===== src/rtl/gray_pkg.sv =====
// Shared Gray-code helpers and defaults for the up/down Gray counter.
// The functions work on a wide word; callers zero-extend and truncate to their own width.
package gray_pkg;

    localparam int unsigned GRAY_DEFAULT_WIDTH = 4;
    localparam int unsigned GRAY_MAX_WIDTH     = 32;

    typedef logic [GRAY_MAX_WIDTH-1:0] gray_word_t;

    // Zero-extension keeps both conversions exact for any width up to GRAY_MAX_WIDTH
    function automatic gray_word_t bin2gray(input gray_word_t b);
        return b ^ (b >> 1);
    endfunction

    function automatic gray_word_t gray2bin(input gray_word_t g);
        gray_word_t b;
        b[GRAY_MAX_WIDTH-1] = g[GRAY_MAX_WIDTH-1];
        for (int i = GRAY_MAX_WIDTH - 2; i >= 0; i--) begin
            b[i] = b[i+1] ^ g[i];
        end
        return b;
    endfunction

endpackage


===== src/rtl/gray_encoder.sv =====
// Combinational WIDTH-bit binary to Gray encoder.
module gray_encoder
    import gray_pkg::*;
#(
    parameter int unsigned WIDTH = GRAY_DEFAULT_WIDTH
) (
    input  logic [WIDTH-1:0] bin,
    output logic [WIDTH-1:0] gray_c
);

    gray_word_t wide_gray;

    always_comb begin
        wide_gray = bin2gray(GRAY_MAX_WIDTH'(bin));
        gray_c    = wide_gray[WIDTH-1:0];
    end

endmodule


===== src/rtl/up_down_gray_counter.sv =====
// Free-running up/down counter with a registered Gray-coded output.
// Binary state and Gray output register load together from the same next value.
module up_down_gray_counter
    import gray_pkg::*;
#(
    parameter int unsigned WIDTH = GRAY_DEFAULT_WIDTH
) (
    input  logic             clk,
    input  logic             reset,
    input  logic             mode,
    output logic [WIDTH-1:0] gray
);

    logic [WIDTH-1:0] bin_q;
    logic [WIDTH-1:0] bin_next_c;
    logic [WIDTH-1:0] gray_next_c;

    always_comb begin
        bin_next_c = bin_q;
        if (mode) begin
            bin_next_c = bin_q + WIDTH'(1);
        end else begin
            bin_next_c = bin_q - WIDTH'(1);
        end
    end

    gray_encoder #(
        .WIDTH (WIDTH)
    ) u_gray_encoder (
        .bin    (bin_next_c),
        .gray_c (gray_next_c)
    );

    // Encoding the next value keeps gray purely registered, with no path from mode
    always_ff @(posedge clk or posedge reset) begin
        if (reset) begin
            bin_q <= '0;
            gray  <= '0;
        end else begin
            bin_q <= bin_next_c;
            gray  <= gray_next_c;
        end
    end

endmodule


===== config.mk =====
export PLATFORM = sky130hd
export DESIGN_NAME = up_down_gray_counter
export DESIGN_NICKNAME = d
export VERILOG_FILES = /design/src/rtl/gray_pkg.sv /design/src/rtl/gray_encoder.sv /design/src/rtl/up_down_gray_counter.sv
export SDC_FILE = /design/constraint.sdc
export NUM_CORES = 1
export LEC_CHECK = 0
export ABC_AREA = 1
export BUFFER_PORTS_ARGS = -buffer_cell sky130_fd_sc_hd__clkbuf_2
export CAP_MARGIN = 20
export CORE_AREA = 3 3 40 42
export CTS_CLUSTER_SIZE = 30
export DETAILED_ROUTE_END_ITERATION = 8
export DIE_AREA = 0 0 43 45
export PLACE_DENSITY = 0.45
export SLEW_MARGIN = 10
export SYNTH_ARGS = -nofsm -noshare
export SYNTH_HDL_FRONTEND = slang
export SYNTH_HIERARCHICAL = 1
export SYNTH_SLANG_ARGS = --single-unit

===== constraint.sdc =====
create_clock -name clk -period 1.4 [get_ports clk]
set_clock_uncertainty 0.1 [all_clocks]
set_input_delay 0.14 -clock clk [delete_from_list [all_inputs] [get_ports clk]]
set_output_delay 0.14 -clock clk [all_outputs]
set_load 0.02 [all_outputs]

==> impl_metrics.json <==
{
  "max_cap_viol_count": 0,
  "worstSkewPairLatency_ns": 0.25,
  "die_w_um": 43,
  "ys_warn_count": 6,
  "fin_nets": 61,
  "drc": 0,
  "post-route-worst-setup-slack_ns": -0.00654,
  "start_util": 0.291,
  "cts_sinks": 8,
  "cts_setup_buffers": 0,
  "p_per_area_mw_per_mm2": 2330,
  "drtPass1Iterations": 4,
  "io_pins": 7,
  "die_y_um": 45,
  "h-tree-depth": 1,
  "numCtsBuffers": 3,
  "gp_congestion": 0.683,
  "critPathKind": "reg2reg",
  "wire_per_inst_um": 9.47,
  "antenna_found_initial": 0,
  "r2r_cells": 8,
  "leakagePower_nw": 0.274,
  "dp_cells": 64,
  "worst_setup_path_start_kind": "flop",
  "hold_viol_final": 0,
  "grt_max_degree": 9,
  "r2r_slack_ns": -0.007,
  "avgSynthCellArea_sq_um": 8.91,
  "rsz0062_at_grt": "yes",
  "status": "finished with violations",
  "whs_path_depth": 5,
  "seq_area_sq_um": 200,
  "vias": 272,
  "synth-seq-cells": 8,
  "multi_input_area_sq_um": 169,
  "setup_viol": 1,
  "synthToLayoutAreaGrowth_pct": 33.4,
  "cts_root_buf": "clkbuf_4",
  "grt_pass1_vias": 268,
  "dieArea_sq_mm": 0.00194,
  "hold_path_class": "in2reg",
  "drt-total-wl_um": 644,
  "fmax_mhz": 711,
  "grt_overflow_total": 0,
  "violations": "setup timing",
  "min_to": "gray[3]$_DFF_PP0_",
  "worst_pin_slew_ns": 0.314,
  "endpoint_kind": "flop",
  "row_count": 13,
  "vdd_ir_drop_max_uv": 769,
  "fillers": 140,
  "stdcell_count": 68,
  "synth.cell_area_sq_um": 374,
  "required_ns": 1.44,
  "grt_pass1_wl_um": 1040,
  "gr-usage-all-layers": 0.0776,
  "worstReg2RegEnd": "gray[2]$_DFF_PP0_",
  "cts_max_path_buffers": 2,
  "portBuffers": 6,
  "crit-reg2reg-launch": "bin_q[2]$_DFF_PP0_",
  "crit_arrival_ns": 1.44,
  "fp.coreArea_sq_mm": 0.00128,
  "worstPathMaxFanout": 4,
  "drive_gt1_frac": 0.321,
  "relSlewSlack": 0.790,
  "fin_crit_sh": 1.00,
  "path_clk_slew_ns": 0.05,
  "hpwlAfterDp_um": 506,
  "cts_tree": "done",
  "drv_slew": 0,
  "fin_crit_ns": 1.41,
  "syn_inst": 42,
  "viasPerCell": 4.00,
  "yosysSeqAreaShare": 0.535,
  "final_core_util": 0.389,
  "ys_types": 10,
  "antennaDiodeCount": 0,
  "hold_start": "mode",
  "drt_iter0_drc": 1,
  "syn-num-nets": 48,
  "ant_nets": 0
}
-- placed cells by master (no fill, tap or decap), drive strengths merged --
master / instances
inv: 9
nand3: 1
nand2: 17
ha: 2
xor2: 1
dlygate4sd3: 1
clkbuf: 9
nor2: 1
buf: 2
dfrtp: 8
or2: 1
fa: 1
-- critical path, stage by stage, from the launching register on --
cell,delay [ns]
dfrtp_1,0.40
ha_4,0.22
or2_1,0.22
nand2_1,0.07
nand2_1,0.07
nand2_2,0.10
inv_2,0.03
nand2_1,0.04
nand2_1,0.04
-- cells in the mapped netlist --
cell     count  area share
fa_1         1       0.054
nand2_1     17        0.17
xor2_1       1       0.023
inv_1        9       0.090
nor2_1       1       0.010
ha_1         2       0.067
nand3_1      1       0.013
buf_4        1       0.020
dfrtp_1      8        0.54
or2_1        1       0.017
-- worst max path at each step --
stage	startpoint	endpoint	slack [ns]	cells past startpoint
6_report	bin_q[2]$_DFF_PP0_	gray[2]$_DFF_PP0_	-0.007	8
4_1_cts	bin_q[1]$_DFF_PP0_	gray[2]$_DFF_PP0_	-0.03	5
3_5_place_dp	mode	gray[2]$_DFF_PP0_	-0.09	10
3_3_place_gp	mode	gray[2]$_DFF_PP0_	-0.04	10
5_1_grt	bin_q[2]$_DFF_PP0_	gray[2]$_DFF_PP0_	-0.05	8
2_1_floorplan	bin_q[0]$_DFF_PP0_	gray[2]$_DFF_PP0_	0.03	5
-- state kept, by name, indices dropped and copies added, names as in the netlist --
signal / count
gray: 4
bin_q: 4
-- through the flow --
stage                     TNS (ns)  instance area, sq um  hold slack (ns)  total power [W]  setup slack, ns
after floorplan                  0                   394           -0.144         0.000819           0.0290
after global placement     -0.0484                   450          -0.0286         0.000916          -0.0356
after detailed placement    -0.135                   450          -0.0214         0.000936          -0.0882
after CTS                  -0.0563                   488            0.209          0.00114          -0.0296
after global routing       -0.0855                   499            0.236          0.00127          -0.0527
final                     -0.00654                   499            0.229          0.00116         -0.00654
-- report_power, final --
part / internal [W] / leakage [nW] / total (W) / switching [W]
Combinational: 0.000242 / 0.168 / 0.000602 / 0.000360
Clock: 0.0000978 / 0.0138 / 0.000172 / 0.0000742
Sequential: 0.000342 / 0.0917 / 0.000387 / 0.0000454
Total: 0.000682 / 0.274 / 0.00116 / 0.000480
-- metal layers --
metal,vias up,GRT usage,wire length (um)
li1,141,-,-
met1,127,0.0850,288
met2,2,0.120,331
met3,2,0.0239,19
met4,0,0.0723,5
met5,-,0,0
-- kinds of logic after synthesis --
logic type / Yosys count / synth area share
simple gates: 20 / 0.211
xor+xnor: 1 / 0.0234
flops: 8 / 0.535
fa+ha+maj: 3 / 0.120
buf+inv: 10 / 0.110
-- cell type report --
type | count | share of cell area
Timing Repair Buffer | 9 | 0.110
Multi-Input combinational cell | 24 | 0.338
Clock buffer | 3 | 0.0451
Inverter | 9 | 0.0677
Sequential cell | 8 | 0.401
Tap cell | 15 | 0.0376
-- repair_timing --
item | in CTS | in global routing
pin swaps | 2 | 1
endpoints found under the hold margin | 8 | 0
endpoints found under the setup margin | 2 | 3
resized for setup | 2 | 3
hold buffers | 1 | 0
Power figures use the tool's default switching activity.
